==> src/rtl/countdown_timer_if.sv <==
// Control and display bundle shared by the countdown timer and its driver.
// The master drives load/start/stop and the preset; the slave returns the count and status.
interface countdown_timer_if;
  logic       load;
  logic [6:0] load_min;
  logic [5:0] load_sec;
  logic       start;
  logic       stop;
  logic [6:0] minutes;
  logic [5:0] seconds;
  logic       running;
  logic       done;
  logic       done_pulse;

  modport master (
    output load, load_min, load_sec, start, stop,
    input  minutes, seconds, running, done, done_pulse
  );

  modport slave (
    input  load, load_min, load_sec, start, stop,
    output minutes, seconds, running, done, done_pulse
  );
endinterface

==> src/rtl/countdown_timer.sv <==
// Minutes:seconds countdown timer with a prescaled one-second tick and a registered expiry flag.
// Optional macro COUNTDOWN_AUTO_RELOAD_EN reloads the saved preset on expiry instead of stopping.
module countdown_timer #(
  parameter int unsigned TICK_DIV = 1,
  parameter int unsigned PRE_W    = 16
) (
  input logic              clk,
  input logic              rst,
  countdown_timer_if.slave bus
);

  typedef enum logic [1:0] {
    S_IDLE,
    S_RUNNING,
    S_PAUSED,
    S_EXPIRED
  } state_e;

  localparam logic [PRE_W-1:0] PRE_LAST = PRE_W'(TICK_DIV - 1);

  state_e           state_q, state_d;
  logic [6:0]       min_q, min_d;
  logic [5:0]       sec_q, sec_d;
  logic [PRE_W-1:0] pre_q, pre_d;
  logic [6:0]       preset_min_q, preset_min_d;
  logic [5:0]       preset_sec_q, preset_sec_d;
  logic             running_q, running_d;
  logic             done_q, done_d;
  logic             done_pulse_q, done_pulse_d;

  logic [6:0] clamp_min;
  logic [5:0] clamp_sec;
  logic       count_zero;
  logic       tick;
  logic       expiring;

  assign clamp_min  = (bus.load_min > 7'd99) ? 7'd99 : bus.load_min;
  assign clamp_sec  = (bus.load_sec > 6'd59) ? 6'd59 : bus.load_sec;
  assign count_zero = (min_q == 7'd0) && (sec_q == 6'd0);
  assign tick       = (pre_q == PRE_LAST);
  // RUNNING never holds 00:00, so 00:01 is the only value a tick can take to zero.
  assign expiring   = tick && (min_q == 7'd0) && (sec_q == 6'd1);

  // NOTE: every next-state signal gets its hold value first so no path leaves one unassigned (no latches).
  always_comb begin
    state_d      = state_q;
    min_d        = min_q;
    sec_d        = sec_q;
    pre_d        = pre_q;
    preset_min_d = preset_min_q;
    preset_sec_d = preset_sec_q;
    done_pulse_d = 1'b0;

    if (bus.load && (state_q != S_RUNNING)) begin
      min_d        = clamp_min;
      sec_d        = clamp_sec;
      preset_min_d = clamp_min;
      preset_sec_d = clamp_sec;
      pre_d        = '0;
      state_d      = S_IDLE;
    end else if (bus.stop && (state_q == S_RUNNING)) begin
      state_d = S_PAUSED;
    end else if (bus.start && ((state_q == S_IDLE) || (state_q == S_PAUSED)) && !count_zero) begin
      state_d = S_RUNNING;
    end else if (state_q == S_RUNNING) begin
      if (tick) begin
        pre_d = '0;
        if (sec_q != 6'd0) begin
          sec_d = sec_q - 6'd1;
        end else if (min_q != 7'd0) begin
          sec_d = 6'd59;
          min_d = min_q - 7'd1;
        end
        if (expiring) begin
          done_pulse_d = 1'b1;
`ifdef COUNTDOWN_AUTO_RELOAD_EN
          if ((preset_min_q != 7'd0) || (preset_sec_q != 6'd0)) begin
            min_d = preset_min_q;
            sec_d = preset_sec_q;
          end else begin
            state_d = S_EXPIRED;
          end
`else
          state_d = S_EXPIRED;
`endif
        end
      end else begin
        pre_d = pre_q + 1'b1;
      end
    end

    running_d = (state_d == S_RUNNING);
    done_d    = (state_d == S_EXPIRED);
  end

  // NOTE: state registers use non-blocking assignments so every flop samples pre-edge values.
  always_ff @(posedge clk or posedge rst) begin
    if (rst) begin
      state_q      <= S_IDLE;
      min_q        <= '0;
      sec_q        <= '0;
      pre_q        <= '0;
      preset_min_q <= '0;
      preset_sec_q <= '0;
      running_q    <= 1'b0;
      done_q       <= 1'b0;
      done_pulse_q <= 1'b0;
    end else begin
      state_q      <= state_d;
      min_q        <= min_d;
      sec_q        <= sec_d;
      pre_q        <= pre_d;
      preset_min_q <= preset_min_d;
      preset_sec_q <= preset_sec_d;
      running_q    <= running_d;
      done_q       <= done_d;
      done_pulse_q <= done_pulse_d;
    end
  end

  assign bus.minutes    = min_q;
  assign bus.seconds    = sec_q;
  assign bus.running    = running_q;
  assign bus.done       = done_q;
  assign bus.done_pulse = done_pulse_q;

endmodule
==> src/flat_wrapper.sv <==
// flat-port wrapper written by rule: the top's interface ports become plain ports
module countdown_timer_flat 
#(
  parameter int unsigned TICK_DIV = 1,
  parameter int unsigned PRE_W    = 16
)
  (clk, rst, bus_load, bus_load_min, bus_load_sec, bus_start, bus_stop, bus_minutes, bus_seconds, bus_running, bus_done, bus_done_pulse);
  countdown_timer_if bus_i ();
  input logic clk;
  input logic rst;
  input wire logic [$bits(bus_i.load)-1:0] bus_load;
  input wire logic [$bits(bus_i.load_min)-1:0] bus_load_min;
  input wire logic [$bits(bus_i.load_sec)-1:0] bus_load_sec;
  input wire logic [$bits(bus_i.start)-1:0] bus_start;
  input wire logic [$bits(bus_i.stop)-1:0] bus_stop;
  output wire logic [$bits(bus_i.minutes)-1:0] bus_minutes;
  output wire logic [$bits(bus_i.seconds)-1:0] bus_seconds;
  output wire logic [$bits(bus_i.running)-1:0] bus_running;
  output wire logic [$bits(bus_i.done)-1:0] bus_done;
  output wire logic [$bits(bus_i.done_pulse)-1:0] bus_done_pulse;
  assign bus_i.load = bus_load;
  assign bus_i.load_min = bus_load_min;
  assign bus_i.load_sec = bus_load_sec;
  assign bus_i.start = bus_start;
  assign bus_i.stop = bus_stop;
  assign bus_minutes = bus_i.minutes;
  assign bus_seconds = bus_i.seconds;
  assign bus_running = bus_i.running;
  assign bus_done = bus_i.done;
  assign bus_done_pulse = bus_i.done_pulse;
  countdown_timer #(.TICK_DIV(TICK_DIV), .PRE_W(PRE_W)) u_core (.clk(clk), .rst(rst), .bus(bus_i));
endmodule
==> config.mk <==
export PLATFORM = sky130hd
export DESIGN_NAME = countdown_timer_flat
export DESIGN_NICKNAME = d
export VERILOG_FILES = /design/src/rtl/countdown_timer_if.sv /design/src/rtl/countdown_timer.sv /design/src/flat_wrapper.sv
export SDC_FILE = /design/constraint.sdc
export NUM_CORES = 1
export LEC_CHECK = 0
export BUFFER_PORTS_ARGS = -buffer_cell sky130_fd_sc_hd__buf_4
export CAP_MARGIN = 20
export CORE_ASPECT_RATIO = 0.75
export CORE_MARGIN = 2
export CORE_UTILIZATION = 57
export CTS_CLUSTER_SIZE = 30
export DETAILED_ROUTE_END_ITERATION = 8
export PLACE_DENSITY = 0.86
export SETUP_SLACK_MARGIN = 0.1
export SLEW_MARGIN = 30
export SYNTH_ARGS = -nofsm -noshare
export SYNTH_HDL_FRONTEND = slang
export SYNTH_SLANG_ARGS = --single-unit
==> constraint.sdc <==
create_clock -name clk -period 2.6 [get_ports clk]
set_input_delay 0.26 -clock clk [delete_from_list [all_inputs] [get_ports clk]]
set_output_delay 0.26 -clock clk [all_outputs]
set_load 0.005 [all_outputs]
# Word-level counts from Yosys, hierarchy flattened
# Cells that the tools add are included.
[word_totals]
regBits = 34
inputBits = 18
out_inout_bits = 16
wordCells = 76
[classes]
n_addsub = 3
magnitude_cmp = 2
eq_ne = 9
n_mux = 33
n_reduce_logical = 22
[op_table]
columns = ["cell", "count"]
rows = [
  ["16-bit 2-to-1 mux", 5],
  ["7-bit 2-to-1 mux", 8],
  ["6-bit 2-to-1 mux", 8],
  ["16-bit by 1-bit adder with 16-bit output, second input constant", 1],
  ["16-bit logical NOT", 1],
  ["2-bit 2-to-1 mux", 6],
  ["2-bit by 1-bit != test with 1-bit output, second input constant", 4],
  ["7-bit > comparator, second input constant", 1],
  ["1-bit logical AND", 7],
  ["7-bit logical NOT", 1],
  ["7-bit nonzero test", 1],
  ["7-bit by 1-bit subtractor with 7-bit output, second input constant", 1],
  ["6-bit by 1-bit == test with 1-bit output, second input constant", 1],
  ["6-bit > comparator, second input constant", 1],
  ["6-bit logical NOT", 1],
  ["1-bit 2-to-1 mux", 6],
  ["6-bit AND reduction", 1],
  ["2-bit nonzero test", 3],
  ["6-bit nonzero test", 1],
  ["6-bit by 1-bit subtractor with 6-bit output, second input constant", 1],
  ["5-bit AND reduction", 1],
  ["2-bit by 1-bit == test with 1-bit output, second input constant", 2],
  ["2-bit == test, second input constant", 2],
  ["3-bit AND reduction", 1],
  ["other kinds (4)", 4],
]

# Longest topological paths before layout
# Gate-level depths: netlist (run 1).
[depth]
depth_word = 10
ltp_mapped = 8
mapped_depth_nobuf = 7

# Worst setup path before layout (run 1)
# OpenSTA, ideal clock, no wires.
[synth_timing]
kind = "reg2reg"
start = "register u_core.pre_q[0]"
end = "register u_core.min_q[6], in the netlist u_core.bus.minutes[6]"
setup_time_ns = 0.126
arrival_time_ns = 1.705
required_ns = 2.474
setup_slack_ns = 0.769
stages_incl_launch_ff = 9
n_path_buf = 1
period_less_slack_ns = 1.831
cell_sequence = "dfrtp_1 inv_1 ha_1 nor4b_2 and4_1 buf_4 and4_4 a21oi_1 a221o_1"
[synth_via]
elab_chain_cells = 3
[synth_rtl]
columns = ["item", "line_no", "rtl"]
rows = [
  ["start: declaration", "countdown_timer.sv:24", "logic [PRE_W-1:0] pre_q, pre_d;"],
  ["start signal: assignment", "countdown_timer.sv:112", "pre_q <= pre_d;"],
  ["16-bit logical NOT", "countdown_timer.sv:40", "assign tick = (pre_q == PRE_LAST);"],
  ["2-bit nonzero test (no line)", "--", ""],
  ["6-bit AND reduction (no line)", "--", ""],
  ["end signal: assignment", "countdown_timer.sv:110", "min_q <= min_d;"],
  ["end: declaration", "countdown_timer.sv:22", "logic [6:0] min_q, min_d;"],
]
# Every way passes these cells.
# A chain may end at the register's enable or synchronous reset.

# Worst setup path after layout (run 1)
[layout_timing]
start = "register u_core.state_q[1]"
end = "register u_core.sec_q[0], in the netlist u_core.bus.seconds[0]"
[layout_via]
elab_chain_cells = 6
elab_cells_between_ends = 16
classes_between = "5 x eq/ne; 1 x mux; 10 x reduce/logical"
[layout_rtl]
columns = ["item", "line_no", "rtl"]
rows = [
  ["start: declaration", "countdown_timer.sv:21", "state_e state_q, state_d;"],
  ["start signal: assignment", "countdown_timer.sv:109", "state_q <= state_d;"],
  ["2-bit == test / 2-bit logical NOT (equally long branches)", "countdown_timer.sv:63", "end else if (bus.start && ((state_q == S_IDLE) || (state_q == S_PAUSED)) && !count_zero) begin"],
  ["1-bit logical OR", "countdown_timer.sv:63", ""],
  ["1-bit logical AND (2 in series)", "countdown_timer.sv:63", ""],
  ["2-bit by 1-bit != test with 1-bit output (no line)", "--", ""],
  ["5-bit AND reduction (no line)", "--", ""],
  ["end signal: assignment", "countdown_timer.sv:101", "sec_q <= '0;"],
  ["end signal: assignment", "countdown_timer.sv:111", "sec_q <= sec_d;"],
  ["end: declaration", "countdown_timer.sv:23", "logic [5:0] sec_q, sec_d;"],
]
# Parallel ways exist; a longest one is shown, timed or not.

==> results of run 1 <==
==> flip-flops by register name, indices dropped and copies added, names as in the netlist <==
register and cells:
u_core.bus.minutes 7, u_core.bus.running 1, u_core.bus.done 1, u_core.bus.done_pulse 1
u_core.bus.seconds 6, u_core.pre_q 16, u_core.state_q 2
==> worst reg2reg max path: cells and delay by family (launching register included) <==
kind / cells / cell delay [ns]
flops: 1 / 0.42
simple gates: 3 / 1.22
mux: 1 / 0.22
compound gates: 1 / 0.23
==> logic make-up after synthesis <==
kind of cell,share of synthesized area
adders and majority gates,0.0340
buffers and inverters,0.0464
DFF,0.385
and+or+nand+nor,0.287
muxes,0.0136
xor gates and xnor gates,0.00792
AOI/OAI and AO/OA,0.226
==> per-stage QoR <==
stage	area, sq um	std cells	hold WS (ns)	total power (uW)
2_1_floorplan	2210	252	0.399	1170
3_5_place_dp	2500	331	0.386	1460
3_3_place_gp	2500	331	0.382	1440
5_1_grt	2590	339	0.119	2000
4_1_cts	2590	339	0.0729	1860
6_report	2590	339	0.0490	1880
==> worst max path at each step <==
stage	from	to	slack [ns]	cells after the start
after floorplan	u_core.pre_q[0]$_DFFE_PP0P_	u_core.bus.minutes[6]$_DFFE_PP0P_	0.77	8
after global placement	u_core.pre_q[0]$_DFFE_PP0P_	u_core.bus.seconds[1]$_DFFE_PP0P_	0.61	7
after detailed placement	u_core.state_q[1]$_DFF_PP0_	u_core.bus.seconds[0]$_DFFE_PP0P_	0.50	5
after CTS	u_core.state_q[1]$_DFF_PP0_	u_core.bus.seconds[0]$_DFFE_PP0P_	0.48	5
after global routing	u_core.state_q[1]$_DFF_PP0_	u_core.bus.seconds[0]$_DFFE_PP0P_	0.27	5
final	u_core.state_q[1]$_DFF_PP0_	u_core.bus.seconds[0]$_DFFE_PP0P_	0.41	5
==> synth_stat cells (3+ instances only) <==
| cell | instances |
|---|---|
| nor3_1 | 15 |
| inv_1 | 11 |
| nand4_1 | 5 |
| ha_1 | 6 |
| a21oi_1 | 15 |
| o21ai_1 | 3 |
| and4_1 | 4 |
| o21ai_0 | 23 |
| nor3b_1 | 4 |
| a21o_1 | 5 |
| nor2b_1 | 3 |
| nor4_2 | 4 |
| a31oi_1 | 4 |
| and2_1 | 4 |
| o31ai_1 | 4 |
| clkbuf_1 | 4 |
| nand2_1 | 32 |
| dfrtp_1 | 34 |
| buf_2 | 4 |
| nor4_1 | 3 |
| mux2i_1 | 3 |
| nor2_1 | 11 |
| nand3_1 | 10 |
| a22o_1 | 3 |
==> layout make-up <==
type                       count  area share
timing repair buffer          38       0.110
clock inverter                 1     0.00193
clock buffer                   7      0.0333
multi-input combinational    196       0.485
sequential                    34       0.328
inverter                      11      0.0159
tap                           52      0.0251
==> power groups by stage <==
| stage | Sequential (uW) | Combinational [uW] | Clock (uW) |
|---|---|---|---|
| detailed placement | 797 | 661 | 0 |
| floorplan | 767 | 406 | 0 |
| CTS | 790 | 664 | 407 |
| global placement | 798 | 647 | 0 |
| finish | 798 | 669 | 409 |
| global route | 816 | 750 | 432 |
==> per-layer routing <==
layer / share of wire / track usage
met4: 0.017 / 0.106
met3: 0.093 / 0.0498
met5: 0 / 0
met2: 0.42 / 0.416
met1: 0.47 / 0.413
==> flow_metrics.tcl, run 1 <==
set metrics [dict create \
    cts-resized-gates 0 \
    total_leakage_power_uw 0.00112 \
    synth_seq_cells 34 \
    grt.overflow.total 0 \
    rr_worst_depth 5 \
    path_delay_family "simple AND/OR/NAND/NOR gates" \
    peakVddDrop_uv 755 \
    die_y_um 57.9 \
    grt_max_degree 35 \
    synth_edf_count 0 \
    ys_types 51 \
    setup_tns_ns 0 \
    r2r-end "u_core.bus.seconds[0]$_DFFE_PP0P_" \
    clockPowerShare 0.218 \
    core_sq_mm 0.00368 \
    fmax_ghz 0.456 \
    grt_pass1_vias 1996 \
    hold_path.class "input port to asynchronous set/reset pin" \
    h-tree-depth 2 \
    dp_hpwl_mm 4.16 \
    cts_tree "built" \
    start_util 0.600 \
    numCtsBuffers 5 \
    cts-root-buf "clkbuf_8" \
    max-clock-path-buffers 2 \
    power.density_mw_per_mm2 724 \
    dieWidth_um 75.9 \
    firstDrtPassIters 5 \
    route.detailed.drc 0 \
    yosysTopAreaCellShare 0.385 \
    synth_nets 276 \
    crit_slowest_cell "and2_1" \
    syn_inst 252 \
    synth_area_leaders "dfrtp_1 38%, nand2_1 5.4%, o21ai_0 5.2%" \
    crit_type "flip-flop to flip-flop" \
    nNetsFinal 310 \
    grt_pass1_wl_mm 9.57 \
    multi_input_area_sq_mm 0.00126 \
    ant_nets 0 \
    rsz0062_at_grt "false" \
    worstSetupEndpointType "flip-flop" \
    drt_wl_total_mm 5.72 \
    setup_slack_ns 0.409 \
    pre_cts_slack_ns 0.500 \
    grt_usage 0.279 \
    drive_gt1_frac 0.199 \
    regArea_sq_um 851 \
    synth_warnings 0 \
    slew_viol_final 0 \
    critPathMostFrequentCell "and2_1" \
    synth-seq-area-share 0.385 \
    crit_buf_inv 0 \
    post-cts-setup-buffers 0 \
    worstPathMaxFanout 18 \
    final_util 0.703 \
    min_period_ns 2.19 \
    clk_pin_slew_worst_paths_ns 0.07 \
    wire_per_inst_um 16.9 \
    clkSinkCount 34 \
    internal_power_uw 1160 \
    critPathMaxStageDelay_ns 0.63 \
    fin_skew_ns 0.00774 \
    postCtsHoldBufs 0 \
    antenna_found_initial 0 \
    worstPathArrival_ns 2.41 \
    sw_frac_of_total 0.382 \
    start_kind "flip-flop" \
    vias 2147 \
    syn_area_sq_mm 0.00221 \
    async_reset_ff_frac 1.00 \
    path_cells "nand2b_1, and2_1, a21o_1, and2_1, mux2i_1" \
    rr_startpoint "u_core.state_q[1]$_DFF_PP0_" \
    synth_top_cell_by_area "dfrtp_1" \
    setup_viol 0 \
    finalCritPeriodShare 0.843 \
    hold_violations 0 \
    p_sw_uw 717 \
    io_pins 34 \
    run_status "complete, no violations" \
    worstMarginPinSlew_ns 0.703 \
    gp_congestion 0.965 \
    rows 19 \
    pwr-share-seq 0.425 \
    drv_cap 0 \
    r2r_setup_slack_ns 0.41 \
    dieArea_sq_mm 0.00440 \
    p_comb_frac 0.357 \
    slew_headroom 0.531 \
    syn_to_final_growth_pct 17.2 \
    synth_area_per_cell_sq_um 8.77 \
    layout_commonest_cell "buf_4" \
    synth_ff_type "dfrtp_1" \
    critPathRequiredTime_ns 2.82 \
    n_antenna_cell 0 \
    viasPerCell 6.33 \
    drtIter0Drc 296 \
    fillers 298 \
    insertion_delay_ns 0.30 \
    port_buffers 33 \
    final_cell_mix "38 x buf_4, 34 x dfrtp_1, 32 x nand2_1" \
]
Note: power is estimated with default switching activity, not from simulation.
==> inputs of run 2 (changes only) <==
Clock period 2.6 ns to 2.02 ns, I/O delays scaled along.
==> flow_metrics.tcl, run 2 (same netlist as run 1, synthesis figures left out) <==
set metrics [dict create \
    setup_viol 0 \
    nNetsFinal 340 \
    die_y_um 57.9 \
    drv_cap 0 \
    dp_hpwl_mm 4.57 \
    instances_no_fill 369 \
    dieArea_sq_mm 0.00440 \
    vias 2377 \
    layout_commonest_cell "buf_4" \
    crit_type "flip-flop to flip-flop" \
    insertion_delay_ns 0.29 \
    clkSinkCount 34 \
    grt_pass1_vias 2118 \
    critPathRequiredTime_ns 2.20 \
    cts-root-buf "clkbuf_8" \
    top_register "u_core.pre_q" \
    crit_path_start "u_core.bus.minutes[0]$_DFFE_PP0P_" \
    rr_worst_depth 7 \
    slew_viol_final 0 \
    firstDrtPassIters 5 \
    hold_path.class "input port to asynchronous set/reset pin" \
    postCtsHoldBufs 0 \
    power.density_mw_per_mm2 923 \
    place_area_sq_mm 0.00265 \
    r2r-end "u_core.bus.seconds[2]$_DFFE_PP0P_" \
    drt_wl_total_mm 6.79 \
    route.detailed.drc 0 \
    fin_skew_ns 0.00615 \
    rr_startpoint "u_core.bus.minutes[0]$_DFFE_PP0P_" \
    max-clock-path-buffers 2 \
    cts_tree "built" \
    ant_nets 0 \
    grt_max_degree 35 \
    path_cells "inv_1, ha_2, nor4b_4, nand4_1, a21o_1, and2_2, a22o_1" \
    setup_slack_ns 0.111 \
    dp.cells 351 \
    slew_headroom 0.701 \
    total_leakage_power_uw 0.00130 \
    worstMarginPinSlew_ns 0.449 \
    min_period_ns 1.91 \
    crit_slowest_cell "dfrtp_2" \
    syn_to_final_growth_pct 31.0 \
    setup_tns_ns 0 \
    rows 19 \
    peakVddDrop_uv 869 \
    largest_reg_flops 16 \
    fmax_ghz 0.524 \
    wire_per_inst_um 18.4 \
    h-tree-depth 2 \
    hold_violations 0 \
    n_antenna_cell 0 \
    holdWs_ns 0.0137 \
    finalCritPeriodShare 0.945 \
    run_status "complete, no violations" \
    r2r_setup_slack_ns 0.11 \
    start_kind "flip-flop" \
    antenna_found_initial 0 \
    dieWidth_um 75.9 \
    crit_buf_inv 1 \
    design_area_sq_mm 0.00290 \
    port_buffers 33 \
    gp_congestion 0.959 \
    grt.overflow.total 0 \
    drive_gt1_frac 0.328 \
    numCtsBuffers 5 \
    grt_usage 0.299 \
    worstPathMaxFanout 6 \
    worstSetupEndpointType "flip-flop" \
    core_sq_mm 0.00368 \
    grt_pass1_wl_mm 10.3 \
    worstPathArrival_ns 2.09 \
    final_cell_mix "66 x buf_4, 32 x dfrtp_1, 28 x nand2_1" \
    drtIter0Drc 384 \
    io_pins 34 \
    path_delay_family "simple AND/OR/NAND/NOR gates" \
    rsz0062_at_grt "true" \
    pre_cts_slack_ns 0.0388 \
    viasPerCell 6.44 \
    start_util 0.600 \
    critPathMaxStageDelay_ns 0.45 \
    clk_pin_slew_worst_paths_ns 0.07 \
]
[run 2: cell types whose count changed in the layout (fill, tap and decap cells not counted), moves of 2 or more]
cell / before / now
buf_4: 38 / 66
buf_6: 0 / 2
dfrtp_1: 34 / 32
dfrtp_2: 0 / 2
nand2_1: 32 / 28
nand2_2: 0 / 4
nor4b_2: 2 / 0
nor4b_4: 0 / 2
[run 2: timing repair]
action / 4_1_cts / 5_1_grt
buffers inserted: 1 / 9
endpoints found under the setup margin: 7 / 29
resized for setup: 3 / 21
pin swaps: 1 / 6
[run 2: worst reg2reg max path: stages (launching register included)]
cell and delay (ns):
dfrtp_2 0.45, inv_1 0.08, ha_2 0.19, nor4b_4 0.23
nand4_1 0.16, a21o_1 0.24, and2_2 0.25, a22o_1 0.21
[run 2: how the worst max path moves through the flow]
stage / endpoint / slack, ns / depth (start not counted)
final: u_core.bus.seconds[2]$_DFFE_PP0P_ / 0.11 / 7
after detailed placement: u_core.bus.seconds[2]$_DFFE_PP0P_ / 0.04 / 7
after global placement: u_core.bus.seconds[2]$_DFFE_PP0P_ / 0.14 / 7
after CTS: u_core.bus.running$_DFF_PP0_ / 0.07 / 7
after global routing: u_core.bus.seconds[2]$_DFFE_PP0P_ / 0.02 / 7
after floorplan: u_core.bus.minutes[6]$_DFFE_PP0P_ / 0.19 / 8
[run 2: stage by stage]
| step | power (uW) | util |
|---|---|---|
| 6_report | 2670 | 0.786 |
| 5_1_grt | 2810 | 0.786 |
| 4_1_cts | 2530 | 0.749 |
| 3_5_place_dp | 1990 | 0.719 |
| 3_3_place_gp | 1960 | 0.719 |
| 2_1_floorplan | 1510 | - |
[run 2: power by group]
group / internal, uW / total, uW / switching [uW]
registers: 807 / 1010 / 200
clock network: 275 / 524 / 249
logic: 568 / 1140 / 576
[run 2: final cells by class]
| type | count | area [sq um] |
|---|---|---|
| inverter | 11 | 41.3 |
| fill | 251 | 788 |
| sequential | 34 | 853 |
| clock inverter | 1 | 5.00 |
| multi-input combinational | 196 | 1330 |
| clock buffer | 7 | 86.3 |
| tap | 52 | 65.1 |
| timing repair buffer | 68 | 518 |
[run 2: per-layer routing]
metal	global-route usage	wire (um)	up-vias
met5	0	0	-
met4	0.0753	164	0
met3	0.0530	578	25
met2	0.481	3020	162
met1	0.429	3020	1116
li1	-	-	1074
==> inputs of run 3 (changes only) <==
Settings changed: ABC_AREA set to 1, CORE_UTILIZATION 57 to 60, CTS_BUF_LIST set to sky130_fd_sc_hd__clkbuf_2 sky130_fd_sc_hd__clkbuf_4 sky130_fd_sc_hd__clkbuf_8, PLACE_DENSITY 0.86 to 0.89.
==> flow_metrics.tcl, run 3 <==
set metrics [dict create \
    worstPathArrival_ns 1.99 \
    grt_pass1_vias 2143 \
    peakVddDrop_uv 843 \
    drv_cap 0 \
    critPathRequiredTime_ns 2.21 \
    grt.overflow.total 0 \
    dp.cells 434 \
    synth_area_leaders "dfrtp_1 35%, nand2_1 17%, nand3_1 7.6%" \
    yosysTopAreaCellShare 0.349 \
    max-clock-path-buffers 2 \
    hold_violations 6 \
    grt_usage 0.268 \
    io_pins 34 \
    route.detailed.drc 0 \
    setup_tns_ns 0 \
    clk_pin_slew_worst_paths_ns 0.08 \
    h-tree-depth 2 \
    grt_max_degree 35 \
    setup_viol 0 \
    fillers 315 \
    cts_tree "built" \
    hold_path.class "input port to asynchronous set/reset pin" \
    worstMarginPinSlew_ns 0.530 \
    synth_seq_cells 34 \
    min_period_ns 1.81 \
    setup_slack_ns 0.213 \
    drive_gt1_frac 0.183 \
    fin_skew_ns 0.00350 \
    instances_no_fill 442 \
    gp_congestion 0.974 \
    holdWs_ns -0.00401 \
    die_y_um 59.2 \
    synth_edf_count 0 \
    vias 2443 \
    dieArea_sq_mm 0.00459 \
    largest_reg_flops 16 \
    antenna_found_initial 0 \
    viasPerCell 5.53 \
    clkSinkCount 34 \
    crit_type "flip-flop to flip-flop" \
    syn_inst 351 \
    pre_cts_slack_ns 0.220 \
    firstDrtPassIters 6 \
    ys_types 32 \
    rows 20 \
    grt_pass1_wl_mm 9.75 \
    synth_ff_type "dfrtp_1" \
    syn_area_sq_mm 0.00244 \
    synth-seq-area-share 0.349 \
    n_antenna_cell 0 \
    core_sq_mm 0.00398 \
    synth_top_cell_by_area "dfrtp_1" \
    async_reset_ff_frac 1.00 \
    synth_area_per_cell_sq_um 6.94 \
    worstPathMaxFanout 8 \
    start_kind "flip-flop" \
    start_util 0.613 \
    ant_nets 0 \
    layout_commonest_cell "nand2_1" \
    power.density_mw_per_mm2 1220 \
    synth_nets 375 \
    failed_checks "hold timing" \
    fmax_ghz 0.553 \
    nNetsFinal 410 \
    synth_warnings 0 \
    rsz0062_at_grt "false" \
    drt_wl_total_mm 5.91 \
    synth_most_common_cell "nand2_1" \
    finalCritPeriodShare 0.895 \
    cts-root-buf "clkbuf_8" \
    slew_headroom 0.644 \
    total_leakage_power_uw 0.00144 \
    top_register "u_core.pre_q" \
    syn_to_final_growth_pct 16.6 \
    final_util 0.714 \
    final_cell_mix "108 x nand2_1, 41 x inv_1, 40 x nor2_1" \
    worstSetupEndpointType "flip-flop" \
    post-cts-setup-buffers 0 \
    dieWidth_um 77.6 \
    run_status "complete, but fails checks" \
    port_buffers 33 \
    wire_per_inst_um 13.4 \
    dp_hpwl_mm 4.20 \
    drtIter0Drc 316 \
    slew_viol_final 0 \
    insertion_delay_ns 0.29 \
    synth_common_cells "108 x nand2_1, 41 x inv_1, 40 x nor2_1" \
    numCtsBuffers 5 \
]
-- run 3: kinds of logic (layout without fill, tap and decap cells) --
family	Yosys count	in the layout	synth area share
AOI/OAI and AO/OA	30	30	0.0775
xor gates and xnor gates	4	4	0.0144
adders and majority gates	6	6	0.0308
buffers and inverters	53	89	0.101
DFF	34	34	0.349
and+or+nand+nor	224	224	0.427
-- run 3: metal layers --
metal	wire, um	global-route usage	share of wire
met1	2790	0.395	0.47
met2	2600	0.405	0.44
met3	480	0.0579	0.081
met4	39	0.0663	0.0066
met5	0	0	0
-- run 3: cell type report --
cell class,instances,area [sq um],share of cell area
clock inverter,2,60.1,0.0211
inverter,47,176,0.0621
multi-input combinational,264,1350,0.474
tap,55,68.8,0.0242
sequential,34,851,0.299
timing repair buffer,34,255,0.0898
clock buffer,6,82.6,0.0291
-- run 3: metrics by stage --
stage | total power, uW | instance area, sq um | hold WS [ns]
floorplan | 2230 | 2440 | 0.344
global placement | 2600 | 2690 | 0.330
detailed placement | 2640 | 2690 | 0.336
CTS | 3440 | 2830 | 0.0173
global route | 3700 | 2840 | 0.0709
finish | 3470 | 2840 | -0.00401
-- run 3: critical path: stages (launching register included) --
cell,delay (ns)
dfrtp_1,0.43
inv_1,0.10
ha_1,0.20
inv_1,0.05
nor2_1,0.13
nand2_1,0.08
nor2_2,0.10
nand2_2,0.10
o21ai_4,0.26
nand2_4,0.11
nand2_1,0.07
nand2_1,0.06
-- run 3: path summary, 6_finish.rpt --
path,startpoint,to,slack [ns],cells past startpoint
min,rst,u_core.pre_q[11]$_DFFE_PP0P_,-0.004,3
max in group asynchronous,rst,u_core.bus.seconds[4]$_DFFE_PP0P_,1.71,3
min reg2reg,u_core.bus.minutes[1]$_DFFE_PP0P_,u_core.bus.minutes[1]$_DFFE_PP0P_,0.54,2
min in group clk,bus_load_sec[4],u_core.bus.seconds[4]$_DFFE_PP0P_,0.24,3
max reg2reg,u_core.pre_q[0]$_DFFE_PP0P_,u_core.bus.minutes[0]$_DFFE_PP0P_,0.21,11
max,u_core.pre_q[0]$_DFFE_PP0P_,u_core.bus.minutes[0]$_DFFE_PP0P_,0.21,11
-- run 3: power by group --
part	internal [uW]	switching (uW)	total [uW]
sequential	836	198	1030
combinational	641	983	1620
clock	527	282	808
-- run 3: timing repair --
item / 4_1_cts / 5_1_grt
endpoints found under the setup margin: 0 / 6
hold buffers: 0 / 0
resized for setup: 0 / 1
